File: src/rtl/scope_fb_arbiter_if.sv
`default_nettype none
// ============================================================================
//  scope_fb_arbiter_if
//  Request/grant bus between scan-out reader, acquisition writer and memory.
//  Rev 1.0
// ============================================================================
interface scope_fb_arbiter_if #(
   parameter int ADDR_W = 17,
   parameter int DATA_W = 8
);
   logic              vblank;
   logic              rd_req;
   logic [ADDR_W-1:0] rd_addr;
   logic              rd_gnt;
   logic              rd_valid;
   logic [DATA_W-1:0] rd_data;
   logic              wr_req;
   logic [ADDR_W-1:0] wr_addr;
   logic [DATA_W-1:0] wr_data;
   logic              wr_gnt;
   logic              wr_forced;
   logic              mem_en;
   logic              mem_we;
   logic [ADDR_W-1:0] mem_addr;
   logic [DATA_W-1:0] mem_wdata;
   logic [DATA_W-1:0] mem_rdata;

   // master: the arbiter; slave: requesters and memory macro seen together
   modport master (
      input  vblank, rd_req, rd_addr, wr_req, wr_addr, wr_data, mem_rdata,
      output rd_gnt, rd_valid, rd_data, wr_gnt, wr_forced,
             mem_en, mem_we, mem_addr, mem_wdata
   );

   modport slave (
      output vblank, rd_req, rd_addr, wr_req, wr_addr, wr_data, mem_rdata,
      input  rd_gnt, rd_valid, rd_data, wr_gnt, wr_forced,
             mem_en, mem_we, mem_addr, mem_wdata
   );
endinterface
`default_nettype wire

File: src/rtl/scope_fb_arbiter.sv
`default_nettype none
// ============================================================================
//  scope_fb_arbiter
//  Single-port frame memory arbiter: reader priority in active video, writer
//  priority in vblank, with a starvation guard forcing a write slot.
//  Rev 1.0
// ============================================================================
module scope_fb_arbiter #(
   parameter int ADDR_W   = 17,
   parameter int DATA_W   = 8,
   parameter int MAX_WAIT = 16
) (
   input  wire logic          clk,
   input  wire logic          rst_n,
   scope_fb_arbiter_if.master bus
);
   typedef enum logic [1:0] {
      RD_PRI = 2'd0,
      WR_PRI = 2'd1,
      FORCE  = 2'd2
   } state_t;

   localparam logic [7:0] C_MAX_WAIT = 8'(MAX_WAIT);

   state_t            r_state;
   logic [7:0]        r_waitCnt;
   logic [7:0]        w_waitNext;
   logic              w_rdGnt;
   logic              w_wrGnt;
   logic              r_rdPend;
   logic              r_rdValid;
   logic              r_memEn;
   logic              r_memWe;
   logic [ADDR_W-1:0] r_memAddr;
   logic [DATA_W-1:0] r_memWdata;

   // Grants are held low while reset is asserted so requesters never see one.
   always_comb begin
      w_rdGnt = 1'b0;
      w_wrGnt = 1'b0;
      if (rst_n) begin
         case (r_state)
            RD_PRI: begin
               w_rdGnt = bus.rd_req;
               w_wrGnt = bus.wr_req & ~bus.rd_req;
            end
            WR_PRI: begin
               w_wrGnt = bus.wr_req;
               w_rdGnt = bus.rd_req & ~bus.wr_req;
            end
            FORCE: begin
               w_wrGnt = bus.wr_req;
            end
            default: ;
         endcase
      end
   end

   always_comb begin
      w_waitNext = r_waitCnt;
      if (!bus.wr_req || w_wrGnt)
         w_waitNext = 8'd0;
      else if (r_waitCnt < C_MAX_WAIT)
         w_waitNext = r_waitCnt + 8'd1;
   end

   always_ff @(posedge clk or negedge rst_n) begin
      if (!rst_n) begin
         r_state    <= RD_PRI;
         r_waitCnt  <= 8'd0;
         r_rdPend   <= 1'b0;
         r_rdValid  <= 1'b0;
         r_memEn    <= 1'b0;
         r_memWe    <= 1'b0;
         r_memAddr  <= '0;
         r_memWdata <= '0;
      end else begin
         // Next state is a function of the sampled vblank and the new count.
         if (bus.vblank)
            r_state <= WR_PRI;
         else if (w_waitNext == C_MAX_WAIT)
            r_state <= FORCE;
         else
            r_state <= RD_PRI;
         r_waitCnt <= w_waitNext;
         r_memEn   <= w_rdGnt | w_wrGnt;
         r_memWe   <= w_wrGnt;
         if (w_wrGnt) begin
            r_memAddr  <= bus.wr_addr;
            r_memWdata <= bus.wr_data;
         end else if (w_rdGnt) begin
            r_memAddr  <= bus.rd_addr;
         end
         r_rdPend  <= w_rdGnt;
         r_rdValid <= r_rdPend;
      end
   end

   assign bus.rd_gnt    = w_rdGnt;
   assign bus.wr_gnt    = w_wrGnt;
   assign bus.wr_forced = w_wrGnt & (r_state == FORCE);
   assign bus.mem_en    = r_memEn;
   assign bus.mem_we    = r_memWe;
   assign bus.mem_addr  = r_memAddr;
   assign bus.mem_wdata = r_memWdata;
   assign bus.rd_valid  = r_rdValid;
   // Memory output is valid in the rd_valid cycle; zero it otherwise.
   assign bus.rd_data   = r_rdValid ? bus.mem_rdata : '0;
endmodule
`default_nettype wire

File: src/flat_wrapper.sv
// flat-port wrapper written by rule: the top's interface ports become plain ports
module scope_fb_arbiter_flat 
#(
   parameter int ADDR_W   = 17,
   parameter int DATA_W   = 8,
   parameter int MAX_WAIT = 16
)
  (clk, rst_n, bus_vblank, bus_rd_req, bus_rd_addr, bus_wr_req, bus_wr_addr, bus_wr_data, bus_mem_rdata, bus_rd_gnt, bus_rd_valid, bus_rd_data, bus_wr_gnt, bus_wr_forced, bus_mem_en, bus_mem_we, bus_mem_addr, bus_mem_wdata);
  scope_fb_arbiter_if #(.ADDR_W(ADDR_W), .DATA_W(DATA_W)) bus_i ();
  input  wire logic clk;
  input  wire logic rst_n;
  input wire logic [$bits(bus_i.vblank)-1:0] bus_vblank;
  input wire logic [$bits(bus_i.rd_req)-1:0] bus_rd_req;
  input wire logic [$bits(bus_i.rd_addr)-1:0] bus_rd_addr;
  input wire logic [$bits(bus_i.wr_req)-1:0] bus_wr_req;
  input wire logic [$bits(bus_i.wr_addr)-1:0] bus_wr_addr;
  input wire logic [$bits(bus_i.wr_data)-1:0] bus_wr_data;
  input wire logic [$bits(bus_i.mem_rdata)-1:0] bus_mem_rdata;
  output wire logic [$bits(bus_i.rd_gnt)-1:0] bus_rd_gnt;
  output wire logic [$bits(bus_i.rd_valid)-1:0] bus_rd_valid;
  output wire logic [$bits(bus_i.rd_data)-1:0] bus_rd_data;
  output wire logic [$bits(bus_i.wr_gnt)-1:0] bus_wr_gnt;
  output wire logic [$bits(bus_i.wr_forced)-1:0] bus_wr_forced;
  output wire logic [$bits(bus_i.mem_en)-1:0] bus_mem_en;
  output wire logic [$bits(bus_i.mem_we)-1:0] bus_mem_we;
  output wire logic [$bits(bus_i.mem_addr)-1:0] bus_mem_addr;
  output wire logic [$bits(bus_i.mem_wdata)-1:0] bus_mem_wdata;
  assign bus_i.vblank = bus_vblank;
  assign bus_i.rd_req = bus_rd_req;
  assign bus_i.rd_addr = bus_rd_addr;
  assign bus_i.wr_req = bus_wr_req;
  assign bus_i.wr_addr = bus_wr_addr;
  assign bus_i.wr_data = bus_wr_data;
  assign bus_i.mem_rdata = bus_mem_rdata;
  assign bus_rd_gnt = bus_i.rd_gnt;
  assign bus_rd_valid = bus_i.rd_valid;
  assign bus_rd_data = bus_i.rd_data;
  assign bus_wr_gnt = bus_i.wr_gnt;
  assign bus_wr_forced = bus_i.wr_forced;
  assign bus_mem_en = bus_i.mem_en;
  assign bus_mem_we = bus_i.mem_we;
  assign bus_mem_addr = bus_i.mem_addr;
  assign bus_mem_wdata = bus_i.mem_wdata;
  scope_fb_arbiter #(.ADDR_W(ADDR_W), .DATA_W(DATA_W), .MAX_WAIT(MAX_WAIT)) u_core (.clk(clk), .rst_n(rst_n), .bus(bus_i));
endmodule
File: config.mk
export PLATFORM = sky130hd
export DESIGN_NAME = scope_fb_arbiter_flat
export DESIGN_NICKNAME = d
export VERILOG_FILES = /design/src/rtl/scope_fb_arbiter_if.sv /design/src/rtl/scope_fb_arbiter.sv /design/src/flat_wrapper.sv
export SDC_FILE = /design/constraint.sdc
export NUM_CORES = 1
export LEC_CHECK = 0
export ABC_AREA = 1
export BUFFER_PORTS_ARGS = -buffer_cell sky130_fd_sc_hd__buf_2
export CAP_MARGIN = 20
export CELL_PAD_IN_SITES_DETAIL_PLACEMENT = 1
export CELL_PAD_IN_SITES_GLOBAL_PLACEMENT = 1
export CORE_ASPECT_RATIO = 0.8
export CORE_MARGIN = 3
export CORE_UTILIZATION = 34
export CTS_CLUSTER_SIZE = 30
export DETAILED_ROUTE_END_ITERATION = 8
export GPL_ROUTABILITY_DRIVEN = 0
export PLACE_DENSITY = 0.94
export SETUP_SLACK_MARGIN = 0.05
export SLEW_MARGIN = 0
export SYNTH_ARGS = -nofsm -noshare
export SYNTH_HDL_FRONTEND = slang
export SYNTH_SLANG_ARGS = --single-unit
export TNS_END_PERCENT = 100
File: constraint.sdc
create_clock -name clk -period 3.45 [get_ports clk]
set_clock_uncertainty 0.05 [all_clocks]
set_input_delay 0.69 -clock clk [delete_from_list [all_inputs] [get_ports clk]]
set_output_delay 0.69 -clock clk [all_outputs]
set_load 0.05 [all_outputs]
==> results by group, run 1 <==
Status
  • Status: completed

Detailed routing
  • Final wirelength: approximately 5000 microns
  • Initial DRT Pass Iterations: 4
  • DR DRC count: 0
  • Average routed wire per standard cell: between 10 and 15 microns
  • Detail Route Antenna Nets: 0
  • Via count: 1735
  • Vias per cell: ~4.7
  • DRT iter0 DRCs: 56

Synthesis
  • Synth warnings: 0
  • Synth top area share: 53.1%
  • Mapped Cells: around 210
  • Syn Nets: 272
  • Post-Syn Area: 1840 sq um
  • Synthesized flop and latch total: 39
  • Syn_area_per_cell: between 8 and 9 sq um
  • Top cells by area, synth: dfrtp_1 53%, nand2_1 13%, inv_1 4.9%
  • Synth unique cells: 28
  • Sequential share of the synthesized area: approximately 53%
  • Post-synth top area cell: dfrtp_1

Final layout
  • Nets: around 370
  • Finished Cell Area: 2420 sq um
  • Antenna cells: 0
  • Non-filler cells, final: 368
  • Final Util: a little under half
  • Area Growth Syn to Fin: 31.5%
  • Most frequent cells in the layout: 93 x buf_2, 62 x nand2_1, 39 x dfrtp_1
  • Layout cells sized above 1: between 30 and 40%
  • Commonest non-fill, non-tap cell in the layout: buf_2

Global route
  • Largest net degree at the start of global routing: 40
  • Vias in the first global route: about 1700
  • Tot GR Track Use: between 10% and 20%
  • First-pass GRT wire length: 7850 microns
  • Initial antenna violation count: 0
  • Total global routing overflow: 0

CTS
  • CTS tree: yes
  • Max clock buf depth: 2
  • CTS Hold Bufs: 0
  • Clock latency on the worst-skew pair: about 270 ps
  • Htree depth: 2
  • Sink Count: 39
  • Root Buffer: clkbuf_8
  • PostCTS Resize Cnt: 0
  • # Post-CTS Setup Buffers: 0
  • Clock transition at path regs: ~70 ps
  • Number of CTS-inserted buffers: 5

Setup path
  • Critical path cell sequence: inv_1 > ha_1 > inv_1 > nand2_1 > nand2_4 > inv_4 > buf_2
  • Worst r2r src: u_core.r_state[0]$_DFF_PN0_
  • CP peak stage delay: between 300 and 400 ps
  • Crit Reg-Reg Endpoint: u_core.bus.mem_addr[6]$_DFFE_PN0P_
  • Slowest CP cell: dfrtp_1
  • Arrival time at the worst endpoint: 1810 ps
  • Register-to-register setup slack: 1440 ps
  • Startpoint types: flip-flop
  • Worst Path Required: about 2700 ps
  • Critical path class: flip-flop to output pin
  • Worst setup EP type: output pin
  • Crit-path most repeated cell: inv_1
  • Crit-path max FO: 27
  • FF-to-FF path depth: 9

Floorplan
  • Die height: about 72 microns
  • Ports: 94
  • Starting Density: between 30 and 40%
  • Die ar.: between 6000 and 7000 sq um
  • FP Rows: 23
  • Core ar.: slightly above 5000 sq um
  • DIE WIDTH: 88.2 microns

Power
  • Total Power: ~0.0012 W
  • Leak Pwr: 1.37 nW
  • VDD IR max: between 0.2 and 0.25 mV
  • PD cells: 513 nW/um^2

Timing
  • Unrepaired setup endpoints after global routing: no
  • Slew Limit Headroom: around two thirds
  • Final Max Tran Viols: 0
  • Sum of negative setup slack: 0 ps
  • Part of the cycle the worst path needs: between 70% and 80%
  • Final hold violation count: 0
  • Worst Tran Pin Value: about 480 ps
  • FMAX: slightly below 400 MHz
  • # setup viols final: 0
  • Min Tclk post-route: approximately 2500 ps

Hold path
  • Hold path cells: 0
  • Hold EP: u_core.bus.rd_valid$_DFF_PN0_
  • HP Class: flip-flop to flip-flop
  • Hold Crit Start: u_core.r_rdPend$_DFF_PN0_

Placed design
  • Placed Cells: around 360
  • Post-DP HPWL: between 3000 and 4000 microns
  • Placed Instance Area: ~2300 sq um
  • Port Buffer Count: 93

Flow run
  • Max-Cap Viols: 0
## synthesized netlist by cell type (all sizes together)
library cell and number:
a31oi 10, dfrtp 39, inv 26, clkbuf 1
nand3 8, nand4 1, o22ai 7, a21oi 4
o21bai 3, ha 5, nand2 65, o21ai 2
nor2 26, buf 6, nor3 8, nand3b 1
## registers in the layout, indices dropped and copies added, names as in the netlist
register	count
u_core.bus.mem_addr	17
u_core.bus.mem_wdata	8
u_core.r_waitCnt	8
u_core.r_state	2
u_core.bus.mem_en	1
u_core.bus.mem_we	1
u_core.bus.rd_valid	1
u_core.r_rdPend	1
## per-layer routing
layer / wire, microns / up-vias / track usage, %
met4: 9 / 0 / 1.51
met5: 0 / - / 0
met1: 2140 / 801 / 19.6
met3: 433 / 2 / 4.48
li1: - / 863 / -
met2: 2440 / 69 / 28.3
## critical path, delay by kind of cell, from the launching register on
kind                       cells  cell delay (ps)
and+or+nand+nor                2              210
adders and majority gates      1              280
DFF                            1              370
buffers and inverters          4              660
## stage by stage
stage / hold slack, ps / setup slack (ps)
2_1_floorplan: 281 / 849
3_3_place_gp: 291 / 1030
3_5_place_dp: 286 / 995
4_1_cts: 303 / 853
5_1_grt: 321 / 776
6_report: 301 / 900
## area by class of cell
class	count	area, sq um
fillers	651	2700
well taps	62	77.6
flip-flops and latches	39	976
clock buffers	6	72.6
inverters	26	100
multi-input cells	140	712
repair buffers	95	480
## kinds of logic (layout without fill, tap and decap cells)
| group | count (synthesis) | after routing | share of synthesized area (%) |
|---|---|---|---|
| AND/OR/NAND/NOR | 109 | 109 | 25.8 |
| adder cells (fa/ha/maj) | 5 | 5 | 3.40 |
| buffers and inverters | 33 | 127 | 8.23 |
| AO/OA/AOI/OAI | 26 | 26 | 9.52 |
| flip-flops | 39 | 39 | 53.1 |
## worst max-delay path by stage
stage | start | to | cells past startpoint
floorplan | bus_wr_req | bus_wr_forced | 5
global placement | rst_n | bus_wr_gnt | 6
detailed placement | rst_n | bus_wr_gnt | 6
CTS | u_core.r_state[1]$_DFF_PN0_ | bus_wr_gnt | 7
global route | u_core.r_state[0]$_DFF_PN0_ | bus_wr_gnt | 7
finish | u_core.r_state[1]$_DFF_PN0_ | bus_wr_gnt | 7
## power by group
group	leakage [nW]	internal, W	switching, W
registers	0.476	0.000514	0.0000341
clock network	0.0371	0.000135	0.000139
logic	0.857	0.000104	0.000315
No activity file was read; power rests on OpenSTA's default activity.
==> inputs of run 2 (changes only) <==
--- a/config.mk
+++ b/config.mk
@@ -12,11 +12,11 @@
 export CELL_PAD_IN_SITES_GLOBAL_PLACEMENT = 1
 export CORE_ASPECT_RATIO = 0.8
 export CORE_MARGIN = 3
-export CORE_UTILIZATION = 34
+export CORE_UTILIZATION = 29
 export CTS_CLUSTER_SIZE = 30
 export DETAILED_ROUTE_END_ITERATION = 8
 export GPL_ROUTABILITY_DRIVEN = 0
-export PLACE_DENSITY = 0.94
+export PLACE_DENSITY = 0.86
 export SETUP_SLACK_MARGIN = 0.05
 export SLEW_MARGIN = 0
 export SYNTH_ARGS = -nofsm -noshare
==> constraint.sdc (replaced) <==
create_clock -name clk -period 2.24 [get_ports clk]
set_clock_uncertainty 0.05 [all_clocks]
set_input_delay 0.448 -clock clk [delete_from_list [all_inputs] [get_ports clk]]
set_output_delay 0.448 -clock clk [all_outputs]
set_load 0.05 [all_outputs]
==> results by group, run 2 (synthesized netlist as in run 1, its figures left out) <==
Detailed routing
  • DR DRC count: 0 (unchanged)
  • Detail Route Antenna Nets: 0 (unchanged)
  • Initial DRT Pass Iterations: 4 (unchanged)
  • Final wirelength: 5290 microns (was 5020 microns)
  • Via count: 1778 (was 1735)
  • Average routed wire per standard cell: 13.5 microns (was 13.6 microns)
  • Vias per cell: 4.55 (was 4.71)
  • DRT iter0 DRCs: 67 (was 56)

Global route
  • M2 GR Usage: 24.1% (was 28.3%)
  • Total global routing overflow: 0 (unchanged)
  • First-pass GRT wire length: 8490 microns (was 7850 microns)
  • Grt met3 use: 4.51% (was 4.48%)
  • Largest net degree at the start of global routing: 40 (unchanged)
  • Vias in the first global route: 1803 (was 1694)
  • M1 GR Usage: 19.0% (was 19.6%)
  • Global routing's busiest layer: met2 (unchanged)
  • Initial antenna violation count: 0 (unchanged)
  • Tot GR Track Use: 14.9% (was 15.8%)

Hold path
  • HP Class: input pin to async pin (was flip-flop to flip-flop)

Setup path
  • Worst Path Required: 1740 ps (was 2710 ps)
  • Crit-path max FO: 3 (was 27)
  • Worst setup EP type: output pin (unchanged)
  • Arrival time at the worst endpoint: 1590 ps (was 1810 ps)
  • Critical path class: flip-flop to output pin (unchanged)
  • Startpoint types: flip-flop (unchanged)

Timing
  • Sum of negative setup slack: 0 ps (unchanged)
  • Min Tclk post-route: 2090 ps
  • Worst Tran Pin Value: 494 ps (was 484 ps)
  • # setup viols final: 0 (unchanged)
  • Setup WS post-layout: 149 ps (was 900 ps)
  • Final hold violation count: 0 (unchanged)
  • Unrepaired setup endpoints after global routing: no (unchanged)
  • Final Max Tran Viols: 0 (unchanged)
  • Part of the cycle the worst path needs: between 90 and 100%
  • Final Hold Slack: 217 ps (was 301 ps)
  • Slew Limit Headroom: 67.1% (was 67.8%)
  • FMAX: 478 MHz

CTS
  • CTS tree: yes (unchanged)
  • Clock latency on the worst-skew pair: 290 ps (was 270 ps)
  • Root Buffer: clkbuf_8 (unchanged)
  • Number of CTS-inserted buffers: 5 (unchanged)
  • Max clock buf depth: 2 (unchanged)
  • Htree depth: 2 (unchanged)
  • # Post-CTS Setup Buffers: 0 (unchanged)
  • Sink Count: 39 (unchanged)
  • Clock transition at path regs: 80 ps (was 70 ps)

Power
  • Net Sw Frac: 38.2% (was 39.4%)
  • Total Power: 0.00208 W (was 0.00124 W)
  • VDD IR max: 0.335 mV (was 0.205 mV)
  • Power Internal: 0.00129 W (was 0.000753 W)
  • Leak Pwr: 1.40 nW (was 1.37 nW)
  • Combinational Power Share: 31.4% (was 33.8%)
  • Switching pwr: 0.000794 W (was 0.000489 W)
  • PD cells: 827 nW/um^2 (was 513 nW/um^2)
  • Clock power share: 28.0% (was 22.1%)
  • Sequential Power Share: 40.5% (was 44.1%)

Final layout
  • Finished Cell Area: 2520 sq um (was 2420 sq um)
  • Number of fill cells: 755 (was 651)
  • Most frequent cells in the layout: 91 x buf_2, 62 x nand2_1, 39 x dfrtp_1 (was 93 x buf_2, 62 x nand2_1, 39 x dfrtp_1)
  • Area Growth Syn to Fin: 36.9% (was 31.5%)
  • Max reg flops: 17 (unchanged)
  • Commonest non-fill, non-tap cell in the layout: buf_2 (unchanged)
  • Register Area: 976 sq um (unchanged)
  • Multi-input logic area: 723 sq um (was 712 sq um)
  • Layout cells sized above 1: 38.1% (was 36.6%)
  • Nets: 369 (was 367)
  • Antenna cells: 0 (unchanged)

Floorplan
  • Ports: 94 (unchanged)
  • Die ar.: 7340 sq um (was 6330 sq um)
  • Core ar.: 6040 sq um (was 5120 sq um)
  • DIE WIDTH: 95.0 microns (was 88.2 microns)
  • Starting Density: 30.5% (was 35.9%)
  • FP Rows: 25 (was 23)
  • Die height: 77.2 microns (was 71.8 microns)

Flow run
  • Max-Cap Viols: 0 (unchanged)

Placed design
  • Post-DP HPWL: 4140 microns (was 3930 microns)
  • Place WS: 120 ps (was 995 ps)
  • Placed Instance Area: 2390 sq um (was 2350 sq um)
  • Port Buffer Count: 93 (unchanged)

Status
  • Status: completed (unchanged)
-- run 2: cell count changes in the layout (fill, tap and decap cells not counted), sizes merged --
cell and delta:
clkinv +2, bufinv +1, buf +1
-- run 2: final cells by class --
cell class,instances,area share (%)
Clock buffer,5,2.73
Clock inverter,3,1.74
Inverter,26,3.98
Multi-Input combinational cell,140,28.7
Sequential cell,39,38.8
Tap cell,81,4.03
Timing Repair Buffer,97,20.0
-- run 2: metrics by stage --
step	instances	util [%]
after global placement	383	39.5
after global routing	391	41.7
after detailed placement	383	39.5
after floorplan	212	-
after CTS	391	41.5
final	391	41.7
-- run 2: final timing paths --
path	cells after the start	start	slack, ps	to
max	7	u_core.r_state[0]$_DFF_PN0_	150	bus_wr_forced
min	2	rst_n	220	u_core.bus.mem_addr[11]$_DFFE_PN0P_
max reg2reg	9	u_core.r_state[0]$_DFF_PN0_	230	u_core.bus.mem_addr[10]$_DFFE_PN0P_
min reg2reg	0	u_core.r_rdPend$_DFF_PN0_	310	u_core.bus.rd_valid$_DFF_PN0_
max in group asynchronous	2	rst_n	1580	u_core.r_state[0]$_DFF_PN0_
min in group clk	1	bus_vblank	240	u_core.r_state[0]$_DFF_PN0_
-- run 2: repair_timing --
| action | in CTS | in global routing |
|---|---|---|
| resized for setup | 1 | 3 |
| setup endpoints to repair | 1 | 5 |
| hold buffers | 0 | 0 |
| gates cloned | 0 | 0 |
-- run 2: worst max-delay path: stages (launching register included) --
cell	delay, ps
dfrtp_1	380
inv_1	80
ha_1	270
inv_1	40
nand2_1	140
nand2_4	90
nor2_2	120
buf_6	170
-- run 2: power groups by stage --
stage | clock [W] | combinational (W) | sequential, W
3_3_place_gp | 0 | 0.000643 | 0.000856
3_5_place_dp | 0 | 0.000660 | 0.000858
5_1_grt | 0.000642 | 0.000701 | 0.000858
4_1_cts | 0.000609 | 0.000662 | 0.000845
6_report | 0.000583 | 0.000654 | 0.000843
2_1_floorplan | 0 | 0.000171 | 0.00114
-- run 2: layer usage --
| metal | routed length (microns) | part of all wire [%] |
|---|---|---|
| met1 | 2210 | 42 |
| met5 | 0 | 0 |
| met3 | 443 | 8.4 |
| met2 | 2570 | 49 |
| met4 | 62 | 1.2 |
==> inputs of run 3 (changes only) <==
--- a/config.mk
+++ b/config.mk
@@ -5,14 +5,13 @@
 export SDC_FILE = /design/constraint.sdc
 export NUM_CORES = 1
 export LEC_CHECK = 0
-export ABC_AREA = 1
 export BUFFER_PORTS_ARGS = -buffer_cell sky130_fd_sc_hd__buf_2
 export CAP_MARGIN = 20
 export CELL_PAD_IN_SITES_DETAIL_PLACEMENT = 1
 export CELL_PAD_IN_SITES_GLOBAL_PLACEMENT = 1
 export CORE_ASPECT_RATIO = 0.8
 export CORE_MARGIN = 3
-export CORE_UTILIZATION = 29
+export CORE_UTILIZATION = 30
 export CTS_CLUSTER_SIZE = 30
 export DETAILED_ROUTE_END_ITERATION = 8
 export GPL_ROUTABILITY_DRIVEN = 0
==> results by group, run 3 <==
Synthesis
  • Mapped Cells: 155 (was 212)
  • Synth unique cells: 26 (was 28)
  • Sequential share of the synthesized area: 54.1% (was 53.1%)
  • Synth warnings: 0 (unchanged)
  • Post-synth EDFFs: 0 (unchanged)
  • Syn_area_per_cell: 11.6 sq um (was 8.68 sq um)
  • Post-synth top area cell: dfrtp_1 (unchanged)
  • Top cells by count, synth: 39 x dfrtp_1, 21 x nor2_1, 19 x mux2i_1, 17 x a21oi_1, 9 x and2_1 (was 62 x nand2_1, 39 x dfrtp_1, 24 x inv_1, 24 x nor2_1, 8 x a31oi_1)
  • Synth top area share: 54.1% (was 53.1%)
  • Ys async rst share: 100% (unchanged)
  • Post-Syn Area: 1800 sq um (was 1840 sq um)
  • Top cells by area, synth: dfrtp_1 54%, mux2i_1 11%, mux2_2 5.0% (was dfrtp_1 53%, nand2_1 13%, inv_1 4.9%)
  • Top-count cell post-synth: dfrtp_1 (was nand2_1)
  • Synthesized flop and latch total: 39 (unchanged)
  • Leading register cell type out of synthesis: dfrtp_1 (unchanged)
  • Syn Nets: 215 (was 272)

Power
  • Combinational Power Share: 34.6% (was 31.4%)
  • PD cells: 795 nW/um^2 (was 827 nW/um^2)
  • Sequential Power Share: 42.7% (was 40.5%)
  • VDD IR max: 0.267 mV (was 0.335 mV)
  • Net Sw Frac: 39.0% (was 38.2%)
  • Clock power share: 22.7% (was 28.0%)
  • Switching pwr: 0.000773 W (was 0.000794 W)
  • Power Internal: 0.00121 W (was 0.00129 W)
  • Leak Pwr: 1.36 nW (was 1.40 nW)
  • Total Power: 0.00198 W (was 0.00208 W)

Final layout
  • Final Util: 44.4% (was 41.7%)
  • Area Growth Syn to Fin: 38.2% (was 36.9%)
  • Max reg flops: 17 (unchanged)
  • Antenna cells: 0 (unchanged)
  • Number of fill cells: 667 (was 755)
  • Most frequent cells in the layout: 91 x buf_2, 39 x dfrtp_1, 21 x nor2_1 (was 91 x buf_2, 62 x nand2_1, 39 x dfrtp_1)
  • Multi-input logic area: 798 sq um (was 723 sq um)
  • Commonest non-fill, non-tap cell in the layout: buf_2 (unchanged)
  • Register Area: 976 sq um (unchanged)
  • Nets: 315 (was 369)
  • Layout cells sized above 1: 48.0% (was 38.1%)

Floorplan
  • DIE WIDTH: 92.7 microns (was 95.0 microns)
  • Ports: 94 (unchanged)
  • Core ar.: 5620 sq um (was 6040 sq um)
  • Starting Density: 32.1% (was 30.5%)
  • Die ar.: 6980 sq um (was 7340 sq um)
  • Die height: 75.3 microns (was 77.2 microns)
  • FP Rows: 24 (was 25)

CTS
  • Clock latency on the worst-skew pair: 280 ps (was 290 ps)
  • Clock transition at path regs: 80 ps (about the same)
  • Root Buffer: clkbuf_8 (unchanged)
  • Sink Count: 39 (unchanged)
  • Htree depth: 2 (unchanged)
  • Number of CTS-inserted buffers: 5 (unchanged)
  • CTS tree: yes (unchanged)
  • Max clock buf depth: 2 (unchanged)

Placed design
  • Post-DP HPWL: 3650 microns (was 4140 microns)
  • Place WS: 244 ps (was 120 ps)
  • Port Buffer Count: 93 (unchanged)

Global route
  • Largest net degree at the start of global routing: 44 (was 40)
  • Initial antenna violation count: 0 (unchanged)
  • First-pass GRT wire length: 7240 microns (was 8490 microns)
  • Total global routing overflow: 0 (unchanged)
  • Vias in the first global route: 1573 (was 1803)
  • Tot GR Track Use: 13.4% (was 14.9%)

Detailed routing
  • Met2 WL: 2300 microns (was 2570 microns)
  • Average routed wire per standard cell: 13.9 microns (was 13.5 microns)
  • Final wirelength: 4640 microns (was 5290 microns)
  • Vias per cell: 4.62 (was 4.55)
  • WL met1: 1850 microns (was 2210 microns)
  • Detail Route Antenna Nets: 0 (unchanged)
  • Max Used Layer: met4 (unchanged)
  • DR DRC count: 0 (unchanged)
  • Initial DRT Pass Iterations: 4 (unchanged)
  • WL met3: 419 microns (was 443 microns)
  • DRT iter0 DRCs: 31 (was 67)
  • Via count: 1542 (was 1778)

Timing
  • FMAX: 464 MHz (was 478 MHz)
  • Setup WS post-layout: 84.8 ps (was 149 ps)
  • Worst Tran Pin Value: 489 ps (was 494 ps)
  • Slew Limit Headroom: 67.4% (was 67.1%)
  • Part of the cycle the worst path needs: 96.2% (was 93.3%)
  • Sum of negative setup slack: 0 ps (unchanged)
  • Min Tclk post-route: 2160 ps (was 2090 ps)
  • Final Hold Slack: 223 ps (was 217 ps)
  • Final Max Tran Viols: 0 (unchanged)
  • # setup viols final: 0 (unchanged)
  • Final hold violation count: 0 (unchanged)
  • Unrepaired setup endpoints after global routing: yes (was no)

Status
  • Status: completed (unchanged)

Setup path
  • Startpoint types: flip-flop (unchanged)
  • Worst Path Required: 1740 ps (about the same)
  • Worst setup EP type: output pin (unchanged)
  • Register-to-register setup slack: 280 ps (was 230 ps)
  • Crit path from: u_core.r_state[1]$_DFF_PN0_ (was u_core.r_state[0]$_DFF_PN0_)
  • Crit-path max FO: 3 (unchanged)
  • Critical path class: flip-flop to output pin (unchanged)
  • Worst r2r src: u_core.r_state[1]$_DFF_PN0_ (was u_core.r_state[0]$_DFF_PN0_)
  • Arrival time at the worst endpoint: 1660 ps (was 1590 ps)

Flow run
  • Max-Cap Viols: 0 (unchanged)

Hold path
  • HP Class: input pin to async pin (unchanged)
-- run 3: cell count changes after synthesis, sizes merged, moves of 5 or more --
cell | previous run | this run
nand2 | 65 | 5
nor2 | 26 | 21
mux2 | 0 | 8
inv | 26 | 4
a31oi | 10 | 0
mux2i | 0 | 19
and2 | 0 | 9
o22ai | 7 | 0
nand3 | 8 | 0
a21oi | 4 | 17
nor3 | 8 | 1
-- run 3: worst paths after layout --
kind                       cells past startpoint                                   to
min reg2reg                                    0        u_core.bus.rd_valid$_DFF_PN0_
max                                            7                        bus_wr_forced
max in group asynchronous                      2          u_core.bus.mem_en$_DFF_PN0_
min in group clk                               1          u_core.r_state[0]$_DFF_PN0_
max reg2reg                                    6  u_core.bus.mem_wdata[2]$_DFFE_PN0N_
min                                            2  u_core.bus.mem_wdata[6]$_DFFE_PN0N_
-- run 3: through the flow --
stage | std cells | instance area, sq um
global route | 334 | 2490
CTS | 332 | 2470
finish | 334 | 2490
detailed placement | 324 | 2380
global placement | 324 | 2380
floorplan | 155 | 1840
-- run 3: layout make-up --
cell class | count | area share, %
sequential | 39 | 39.2
inverter | 4 | 0.753
clock buffer | 7 | 3.06
multi-input combinational | 106 | 32.0
tap | 78 | 3.92
clock inverter | 1 | 0.201
timing repair buffer | 99 | 20.8
-- run 3: worst max-delay path, cell delays in order, from the launching register on --
cell and delay, ps:
dfrtp_1 380, inv_1 90, ha_4 160, nor2b_4 130
o211ai_4 180, clkinvlp_4 130, and2_4 140, buf_6 140
-- run 3: metal layers --
metal / up-vias / GRT usage [%]
met1: 731 / 15.5
met5: - / 0
met3: 7 / 3.65
li1: 734 / -
met2: 70 / 24.0
met4: 0 / 5.85
-- run 3: kinds of logic after synthesis --
group	count (synthesis)	share of synthesized area, %
buffers and inverters	10	3.47
AO/OA/AOI/OAI	24	8.33
XOR/XNOR	4	1.94
adder cells (fa/ha/maj)	5	3.47
flip-flops	39	54.1
multiplexers	27	15.5
AND/OR/NAND/NOR	46	13.1
-- run 3: repair_timing --
action | 4_1_cts | 5_1_grt
hold buffers | 0 | 0
setup buffers | 0 | 2
pin swaps | 1 | 1
endpoints found under the setup margin | 2 | 2
resized for setup | 3 | 3
-- run 3: power groups by stage --
stage	combinational [W]	sequential [W]	clock [W]
6_report	0.000685	0.000846	0.000450
5_1_grt	0.000727	0.000861	0.000505
4_1_cts	0.000692	0.000848	0.000469
3_5_place_dp	0.000693	0.000860	0
3_3_place_gp	0.000677	0.000858	0
2_1_floorplan	0.000173	0.00118	0
